## src/rtl/gpio_pio_ctrl.sv

```systemverilog
// Avalon-MM parallel I/O: per-bit direction, synchronised inputs, edge capture and maskable irq.
// Optional per-bit input debouncer is compiled in with `define PIO_DEBOUNCE_EN.
module gpio_pio_ctrl #(
    parameter int          WIDTH           = 8,
    parameter logic [31:0] RESET_OUT       = 32'h0,
    parameter int          DEBOUNCE_CYCLES = 50000
) (
    input  logic             clk_clk,
    input  logic             reset_reset_n,
    input  logic [2:0]       avs_address,
    input  logic             avs_read,
    input  logic             avs_write,
    input  logic [31:0]      avs_writedata,
    output logic [31:0]      avs_readdata,
    output logic             irq,
    input  logic [WIDTH-1:0] pio_in,
    output logic [WIDTH-1:0] pio_out,
    output logic [WIDTH-1:0] pio_oe
);

    logic [WIDTH-1:0] r_pioOut;
    logic [WIDTH-1:0] r_dir;
    logic [WIDTH-1:0] r_irqMask;
    logic [WIDTH-1:0] r_edgeCap;
    logic [1:0]       r_edgeMode;
    logic [31:0]      r_readData;
    logic [WIDTH-1:0] r_sync1;
    logic [WIDTH-1:0] r_sync2;
    logic [WIDTH-1:0] r_filtDly;
    logic [1:0]       r_startCnt;

    logic [WIDTH-1:0] w_filt;
    logic [WIDTH-1:0] w_wrData;
    logic [WIDTH-1:0] w_capClr;
    logic [WIDTH-1:0] w_edgeSel;
    logic [WIDTH-1:0] w_edge;
    logic [WIDTH-1:0] w_dataRead;
    logic [31:0]      w_readMux;
    logic             w_unused;

    assign w_wrData = avs_writedata[WIDTH-1:0];
    assign w_unused = ^{avs_writedata, DEBOUNCE_CYCLES[0]};

    always_ff @(posedge clk_clk) begin
        if (!reset_reset_n) begin
            r_sync1    <= '0;
            r_sync2    <= '0;
            r_filtDly  <= '0;
            r_startCnt <= 2'd0;
        end else begin
            r_sync1   <= pio_in;
            r_sync2   <= r_sync1;
            r_filtDly <= w_filt;
            if (r_startCnt != 2'd3)
                r_startCnt <= r_startCnt + 2'd1;
        end
    end

`ifdef PIO_DEBOUNCE_EN
    localparam int CW = $clog2(DEBOUNCE_CYCLES + 1);

    // A bit flips only after the synchronised input has disagreed for DEBOUNCE_CYCLES cycles in a row.
    for (genvar g = 0; g < WIDTH; g++) begin : g_deb
        logic [CW-1:0] r_cnt;
        logic          r_filtBit;

        always_ff @(posedge clk_clk) begin
            if (!reset_reset_n) begin
                r_cnt     <= '0;
                r_filtBit <= 1'b0;
            end else if (r_sync2[g] == r_filtBit) begin
                r_cnt <= '0;
            end else if (r_cnt == CW'(DEBOUNCE_CYCLES - 1)) begin
                r_cnt     <= '0;
                r_filtBit <= r_sync2[g];
            end else begin
                r_cnt <= r_cnt + CW'(1);
            end
        end

        assign w_filt[g] = r_filtBit;
    end
`else
    assign w_filt = r_sync2;
`endif

    always_ff @(posedge clk_clk) begin
        if (!reset_reset_n) begin
            r_pioOut   <= RESET_OUT[WIDTH-1:0];
            r_dir      <= '0;
            r_irqMask  <= '0;
            r_edgeMode <= 2'b00;
        end else if (avs_write) begin
            case (avs_address)
                3'd0:    r_pioOut   <= w_wrData;
                3'd1:    r_dir      <= w_wrData;
                3'd2:    r_irqMask  <= w_wrData;
                3'd4:    r_pioOut   <= r_pioOut | w_wrData;
                3'd5:    r_pioOut   <= r_pioOut & ~w_wrData;
                3'd6:    r_edgeMode <= avs_writedata[1:0];
                default: ;
            endcase
        end
    end

    // Edges are ignored while the input pipeline refills after reset.
    always_comb begin
        w_edgeSel = '0;
        case (r_edgeMode)
            2'b00:   w_edgeSel = w_filt & ~r_filtDly;
            2'b01:   w_edgeSel = ~w_filt & r_filtDly;
            2'b10:   w_edgeSel = w_filt ^ r_filtDly;
            default: w_edgeSel = '0;
        endcase
    end

    assign w_edge   = w_edgeSel & ~r_dir & {WIDTH{r_startCnt == 2'd3}};
    assign w_capClr = (avs_write && avs_address == 3'd3) ? w_wrData : '0;

    // A new edge in the same cycle as a clear keeps the bit set.
    always_ff @(posedge clk_clk) begin
        if (!reset_reset_n)
            r_edgeCap <= '0;
        else
            r_edgeCap <= (r_edgeCap & ~w_capClr) | w_edge;
    end

    assign w_dataRead = (r_dir & r_pioOut) | (~r_dir & w_filt);

    always_comb begin
        w_readMux = '0;
        case (avs_address)
            3'd0:    w_readMux = 32'(w_dataRead);
            3'd1:    w_readMux = 32'(r_dir);
            3'd2:    w_readMux = 32'(r_irqMask);
            3'd3:    w_readMux = 32'(r_edgeCap);
            3'd6:    w_readMux = {30'd0, r_edgeMode};
            default: w_readMux = '0;
        endcase
    end

    always_ff @(posedge clk_clk) begin
        if (!reset_reset_n)
            r_readData <= '0;
        else if (avs_read)
            r_readData <= w_readMux;
    end

    assign avs_readdata = r_readData;
    assign irq          = |(r_edgeCap & r_irqMask);
    assign pio_out      = r_pioOut;
    assign pio_oe       = r_dir;

endmodule

```

## config.mk

```make
export PLATFORM = sky130hd
export DESIGN_NAME = gpio_pio_ctrl
export DESIGN_NICKNAME = d
export VERILOG_FILES = /design/src/rtl/gpio_pio_ctrl.sv
export SDC_FILE = /design/constraint.sdc
export NUM_CORES = 1
export LEC_CHECK = 0
export BUFFER_PORTS_ARGS = -buffer_cell sky130_fd_sc_hd__buf_2
export CAP_MARGIN = 15
export CELL_PAD_IN_SITES_DETAIL_PLACEMENT = 0
export CELL_PAD_IN_SITES_GLOBAL_PLACEMENT = 2
export CORE_ASPECT_RATIO = 2
export CORE_MARGIN = 3
export CORE_UTILIZATION = 30
export DETAILED_ROUTE_END_ITERATION = 8
export PLACE_DENSITY_LB_ADDON = 0.1
export SYNTH_ARGS = -nofsm -noshare
export SYNTH_HDL_FRONTEND = slang
export SYNTH_SLANG_ARGS = --single-unit
```

## constraint.sdc

```tcl
create_clock -name clk_clk -period 1.75 [get_ports clk_clk]
set_clock_uncertainty 0.05 [all_clocks]
set_input_delay 0.175 -clock clk_clk [delete_from_list [all_inputs] [get_ports clk_clk]]
set_output_delay 0.175 -clock clk_clk [all_outputs]
set_load 0.005 [all_outputs]
```

Yosys cells after proc, flatten, opt, wreduce, memory -nomap -nowiden. Cells that the tools add are included. W data, S select, Z words.

$add $sub $neg: 1. Equal/unequal tests: 10. Muxes and demuxes: 4. Bitwise logic cells: 18. Reduce and logical (&&, ||, !) cells: 9.

Operators by type and width (number): $and A8 B8 Y8 (9); $pmux W8 S3 (2); $not A8 Y8 (5); $pmux W8 S5 (1); $or A8 B8 Y8 (3); $eq A3 B3 Y1 const B (3); $mux W8 (1); $reduce_and A2 Y1 (4); $reduce_or A8 Y1 (1); $xor A8 B8 Y8 (1); $eq A3 B2 Y1 const B (2); $eq A2 B2 Y1 const B (2); $eq A3 B1 Y1 const B (1); $logic_not A3 Y1 (1); $reduce_bool A3 Y1 (1); $add A2 B1 Y2 const B (1); $eq A2 B1 Y1 const B (1); $logic_not A2 Y1 (1); $ne A2 B2 Y1 const B (1); $logic_and A1 B1 Y1 (1).

Bits in registers: 92. Bits of input ports: 47. Output and inout port bits: 49. Word-level logic and storage cells: 52.

Longest topological paths before layout. Gate-level depths: netlist of run 1.

Word-level depth: 6. Mapped depth: 6. Gate-level depth less buffers: 6.

Worst setup path before layout of run 1. Ideal clock, no wire load.

Path type: reg-to-reg. From: reg r_sync2[2]. To: reg r_edgeCap[2]. Library setup time: 87 ps. Data arrival time: 1109 ps. Required time: 1613 ps. Slack: 504 ps. Cell stages (with the launch flop): 6. Buffers on the path: 0. Period minus slack after synthesis: 1246 ps. Path through: dfxtp_1 -> inv_1 -> ha_1 -> a211oi_1 -> a21oi_1 -> o31ai_1.

Longest elaborated chain between the ends: 6. Elaborated cells on any way between the ends: 8. Those cells by class: mux (1); bitwise (7).

RTL lines: from (decl) (RTL line 28) `logic [WIDTH-1:0] r_sync2;`; from (signal assigned) (RTL line 52) `r_sync2 <= r_sync1;`; $not A8 Y8 (RTL line 111) `2'b01: w_edgeSel = ~w_filt & r_filtDly;`; $and A8 B8 Y8 (RTL line 111); $pmux W8 S3 (*) (RTL line 109) `case (r_edgeMode)`; $and A8 B8 Y8 (*) (2 in series) (RTL line 117) `assign w_edge = w_edgeSel & ~r_dir & {WIDTH{r_startCnt == 2'd3}};`; $or A8 B8 Y8 (*) (RTL line 125) `r_edgeCap <= (r_edgeCap & ~w_capClr) | w_edge;`; to (signal assigned) (RTL line 125); to (decl) (RTL line 24) `logic [WIDTH-1:0] r_edgeCap;`.

Every way passes the cells marked *; elsewhere a longest branch is shown, timed or not. A chain may end at the register's enable or synchronous reset.

Worst setup path after layout of run 1.
From: reg r_irqMask[1]. To: out irq.

Longest elaborated chain between the ends: 2.

RTL lines: from (decl) (RTL line 23) `logic [WIDTH-1:0] r_irqMask;`; from (signal assigned) (RTL line 97) `3'd2: r_irqMask <= w_wrData;`; $and A8 B8 Y8 (RTL line 150) `assign irq = |(r_edgeCap & r_irqMask);`; $reduce_or A8 Y1 (RTL line 150); to (decl) (RTL line 15) `output logic irq,`.

Every way passes these cells.

==> results.toml, run 1 <==
[timing]
rsz0062_at_grt = "no"
fin_crit_ps = 1510
setup_viol = 0
holdWs_ps = 84.5
fmax_mhz = 663
final_critical_path_setup_slack_ps = 241
tns_ps = 0
min_period_over_period_pct = 86.2
drv_slew = 0
finalHoldViolCount = 0

[critical_path]
crit_type = "reg -> out"
cp-end-kind = "output pin"
critPathMaxFanout = 3
crit_slowest_cell = "dfxtp_1"
cp.required_ps = 1520
cp_cell_sequence = "a22oi_1 -> nand4_1 -> buf_2"
cp_slowest_stage_delay_ps = 330
reg2reg_to = "r_edgeCap[2]"
r2r_start = "r_edgeMode[1]"
worstPathArrival_ps = 1280
r2r_slack_ps = 310
worstSetupStartpointType = "flop"
r2r_cells = 5

[worst_hold_path]
min_path_cells = 3
min_path_type = "in -> reg"
holdPathEnd = "pio_oe[5]"
hold_path_startpoint = "avs_writedata[5]"

[die]
initial_core_util_pct = 31.0
coreArea_mm2 = 0.0111
ios = 96
dieWidth_um = 81.7
die_h_um = 157
rows = 54
dieArea_mm2 = 0.0129

[placement]
port_buffers = 47
dp_hpwl_um = 6610
gp_congestion = 0.774
dpl_worst_slack_ps = 236
post-place-cells = 571

[pwr]
p_per_area_mw_per_mm2 = 912
leakagePower_uw = 0.00167
p_total_uw = 3750
peakVddDrop_mv = 0.477

[global_route]
grt_pass1_vias = 2535
antenna_found_initial = 0
grt_first_pass_wirelength_um = 13300
overflow = 0
grt_max_degree = 44
grtUsageTotal_pct = 14.1

[logic_synthesis]
synth-seq-cells = 68
synth.distinct_cells = 45
yosysTopAreaCell = "dfxtp_1"
synth-warning-count = 0
yosys-top-cells-area = "dfxtp_1 (40%), buf_4 (6.3%), ha_1 (6.2%)"
synth_area_mm2 = 0.00344
synthArstFlopShare_pct = 0
synth_edf_count = 0
synth.avg_cell_area_um2 = 8.81
yosysSeqAreaShare_pct = 39.6
syn-instance-count = 390
yosys_most_used_dff = "dfxtp_1"
netlist.area_leader.share_pct = 39.6

[layout]
syn2layout_area_growth_pct = 19.5
drive_above_1_share_pct = 17.4
antenna_cells = 0
layout.nets = 514
fill_cells = 1201
fin_cells = 595
seq_area_mm2 = 0.00136
multi_input_area_mm2 = 0.00179

[clock_tree]
cts_tree = "yes"
cts.sinks = 68
clockBufferDepth = 2
cts-root-buf = "clkbuf_16"
clkTransAtPathRegs_ps = 60
cts_htree_levels = 3
clock_latency_ps = 330
cts_buffers = 9
ctsResizeCount = 0

[detailed_routing]
drtIter0Drc = 94
vias_per_cell = 4.60
drt-pass1-iter-count = 4
drc = 0
wirelength_um = 8740
ant_nets = 0
dr_total_vias = 2737
wl_per_cell_um = 14.7

[run_status]
status = "finished, final reports clean"

[job]
cap_violations = 0
[area by class of cell]
type / count / area share, %
Clock buffer: 14 / 5.94
Clock inverter: 2 / 0.853
Inverter: 18 / 1.64
Multi-Input combinational cell: 282 / 43.6
Sequential cell: 68 / 33.1
Tap cell: 140 / 4.26
Timing Repair Buffer: 71 / 10.6
[where the power goes]
part           leakage, uW  internal (uW)  total [uW]  switching (uW)
logic             0.000979            159         354             195
clock network     0.000135           1100        1750             643
registers         0.000554           1610        1650            39.0
[worst max path at each step]
stage | slack (ps) | startpoint | to | depth (start not counted)
CTS | 220 | r_edgeCap[1] | irq | 3
floorplan | 500 | r_sync2[2] | r_edgeCap[2] | 5
global placement | 230 | avs_address[2] | avs_readdata[0] | 5
finish | 240 | r_irqMask[1] | irq | 3
detailed placement | 240 | avs_address[2] | avs_readdata[0] | 5
global route | 160 | r_edgeMode[1] | r_edgeCap[0] | 5
[flip-flops by register name, indices dropped and copies added (netlist names)]
name,count
r_startCnt,2
pio_out,8
r_edgeCap,8
r_filtDly,8
pio_oe,8
avs_readdata,8
r_sync1,8
r_sync2,8
r_irqMask,8
r_edgeMode,2
[worst max-delay path: cells and delay by family (launching register included)]
family	cells	cell delay, ps
AO/OA/AOI/OAI	1	300
AND/OR/NAND/NOR	1	170
flip-flops	1	330
buffers and inverters	1	160
[logic make-up after synthesis]
logic type               Yosys count  synth area share [%]
multiplexers                      19                  5.53
other                              1                 0.109
buffers and inverters             63                  10.8
XOR/XNOR                           1                 0.255
adder cells (fa/ha/maj)           17                  6.19
AO/OA/AOI/OAI                     85                  16.6
AND/OR/NAND/NOR                  136                  20.9
flip-flops                        68                  39.6
[layout by cell type (no fill, tap or decap), types with 16 or more instances in the layout]
| cell type | n |
|---|---|
| buf_4 | 16 |
| conb_1 | 24 |
| and2_1 | 25 |
| o21ai_0 | 22 |
| nor2b_1 | 22 |
| a21boi_1 | 19 |
| dfxtp_1 | 68 |
| ha_1 | 17 |
| nand2_1 | 44 |
| inv_1 | 17 |
| mux2i_1 | 19 |
| buf_2 | 47 |
[cells in the mapped netlist (all sizes together) (5+ instances only)]
cell	instances
a211oi	7
a21boi	19
a21oi	10
and2	25
buf	37
clkbuf	8
dfxtp	68
ha	17
inv	18
mux2i	19
nand2	44
nand3	14
nor2	14
nor2b	24
o21ai	24
o311ai	5
o31ai	9
[what timing repair did]
item                      4_1_cts  5_1_grt
setup buffers                   0        0
hold buffers                    8        0
hold endpoints to repair        8        0
[per-layer routing]
metal | up-vias | wire length [um] | GRT usage, %
li1 | 1402 | - | -
met4 | 0 | 140 | 4.99
met5 | - | 0 | 0
met2 | 68 | 4660 | 25.6
met1 | 1257 | 3530 | 15.8
met3 | 10 | 407 | 3.15
[stage by stage]
step           utilization [%]  instance area [um^2]
2_1_floorplan                -                  3520
3_3_place_gp              33.8                  3750
3_5_place_dp              33.8                  3750
4_1_cts                   37.1                  4110
5_1_grt                   37.1                  4110
6_report                  37.1                  4110
Power figures use the tool's default switching activity.
==> inputs of run 2 (changes only) <==
--- a/config.mk
+++ b/config.mk
@@ -5,7 +5,7 @@
 export SDC_FILE = /design/constraint.sdc
 export NUM_CORES = 1
 export LEC_CHECK = 0
-export BUFFER_PORTS_ARGS = -buffer_cell sky130_fd_sc_hd__buf_2
+export BUFFER_PORTS_ARGS = -buffer_cell sky130_fd_sc_hd__buf_4
 export CAP_MARGIN = 15
 export CELL_PAD_IN_SITES_DETAIL_PLACEMENT = 0
 export CELL_PAD_IN_SITES_GLOBAL_PLACEMENT = 2
==> run 2 against run 1 <==
  * Final cell count down 0.50%
  * Clock-buffer cell count down 2
  * Design area up 3.2%
  * Hold slack worse by 12 ps
  * Register-to-register slack better by 20 ps
  * Sequential share of layout area down 1.0 points
  * Utilization up 1.2 points
  * Sequential cell count unchanged
  * Combinational power up 5.6%
  * Sequential power about the same
  * Die area unchanged
  * Critical endpoint unchanged
  * Highest routed layer unchanged
==> results.toml, run 2 (synthesis results as in run 1) <==
[pwr]
power.net_switching_uw = 912
p_per_area_mw_per_mm2 = 914
seqPwrFrac_pct = 42.5
leakagePower_uw = 0.00169
clkPwrFrac_pct = 47.9
switching_share_pct = 23.5
peakVddDrop_mv = 0.529
internal-power_uw = 2960
combPwrFrac_pct = 9.6

[placement]
dpl_cell_area_mm2 = 0.00386
dp_hpwl_um = 6560
port_buffers = 47
gp_congestion = 0.801
post-place-cells = 568

[detailed_routing]
ant_nets = 0
vias_per_cell = 4.61
wl_per_cell_um = 14.8
drtIter0Drc = 172
wirelength_um = 8740
drc = 0
drt-pass1-iter-count = 4
dr_total_vias = 2731

[global_route]
grtUsageTotal_pct = 14.6
grt_pass1_vias = 2588
grt_first_pass_wirelength_um = 13800
overflow = 0
grt_max_degree = 31
antenna_found_initial = 0

[layout]
layout.nets = 511
layout_common_cells = "dfxtp_1 (68), buf_4 (59), nand2_1 (44), and2_1 (25), conb_1 (24)"
drive_above_1_share_pct = 17.7
design_area_mm2 = 0.00424
fin_cells = 592
final_common_cell = "dfxtp_1"
fill_cells = 1196
antenna_cells = 0
syn2layout_area_growth_pct = 23.4

[clock_tree]
cts_buffers = 9
clock_latency_ps = 330
postCtsSetupRepairBufs = 0
cts_htree_levels = 3
cts_tree = "yes"
clkTransAtPathRegs_ps = 60
clockBufferDepth = 2
cts.sinks = 68
cts-root-buf = "clkbuf_16"

[timing]
min_period_over_period_pct = 85.7
tns_ps = 0
setup_viol = 0
fin_crit_ps = 1500
drv_slew = 0
fmax_mhz = 667
finalHoldViolCount = 0
rsz0062_at_grt = "no"

[critical_path]
crit_type = "reg -> out"
cp.required_ps = 1520
r2r_start = "r_edgeMode[1]"
worstSetupStartpointType = "flop"
r2r_cells = 5
worstPathArrival_ps = 1280
reg2reg_to = "r_edgeCap[2]"
r2r_slack_ps = 330
critPathMaxFanout = 3
cp-end-kind = "output pin"

[worst_hold_path]
holdPathEnd = "pio_oe[4]"
hold_path_startpoint = "avs_writedata[4]"
min_path_type = "in -> reg"
min_path_cells = 3

[run_status]
status = "finished, final reports clean"

[job]
cap_violations = 0

[die]
ios = 96
initial_core_util_pct = 31.0
dieArea_mm2 = 0.0129
rows = 54
coreArea_mm2 = 0.0111
dieWidth_um = 81.7
die_h_um = 157
-- run 2: changes by cell type in the layout (fill, tap and decap cells not counted) --
cell        previous run  this run
clkbuf_8               0         2
clkinv_2               1         2
buf_2                 47         0
clkbuf_1               5         1
buf_4                 16        59
buf_12                 0         1
clkinvlp_4             0         1
-- run 2: area by class of cell --
| class | count | area [um^2] | share of cell area (%) |
|---|---|---|---|
| timing repair buffer | 68 | 543 | 12.8 |
| clock buffer | 12 | 256 | 6.05 |
| inverter | 18 | 67.6 | 1.59 |
| clock inverter | 4 | 47.5 | 1.12 |
| tap | 140 | 175 | 4.13 |
| multi-input combinational | 282 | 1790 | 42.2 |
| sequential | 68 | 1360 | 32.1 |
-- run 2: metrics by stage --
stage	total power, uW	worst slack, ps	hold WS, ps	utilization (%)
finish	3880	250	72.1	38.3
global route	4070	165	63.7	38.3
CTS	3950	226	59.3	38.3
detailed placement	2050	269	336	34.8
global placement	2040	285	332	34.8
floorplan	1940	504	252	-
-- run 2: power by group through the flow --
stage	clock (uW)	sequential (uW)	combinational, uW
final	1850	1650	374
after global routing	1990	1660	427
after CTS	1920	1650	383
after detailed placement	0	1680	367
after global placement	0	1680	360
after floorplan	0	1670	264
-- run 2: timing repair --
item | CTS | global route
gates resized for setup | 0 | 0
hold buffers | 8 | 0
endpoints found under the hold margin | 8 | 0
-- run 2: worst max path at each step --
stage | depth (start not counted) | slack (ps) | endpoint | start
6_report | 3 | 250 | irq | r_edgeCap[1]
5_1_grt | 3 | 160 | irq | r_edgeCap[1]
2_1_floorplan | 5 | 500 | r_edgeCap[2] | r_sync2[2]
3_5_place_dp | 6 | 270 | r_irqMask[4] | avs_address[0]
4_1_cts | 3 | 230 | irq | r_edgeCap[1]
3_3_place_gp | 4 | 290 | r_edgeCap[2] | r_edgeMode[0]
-- run 2: routing by layer --
metal | global-route usage, % | share of wire (%) | vias to the layer above
met5 | 0 | 0 | -
met4 | 5.23 | 1.8 | 0
met3 | 3.78 | 4.9 | 12
met2 | 25.6 | 53 | 70
met1 | 16.7 | 40 | 1254
li1 | - | - | 1395
-- run 2: worst max-delay path, cell delays in order, from the launching register on --
cell     delay, ps
dfxtp_1        330
a22oi_1        290
nand4_1        160
buf_4          170
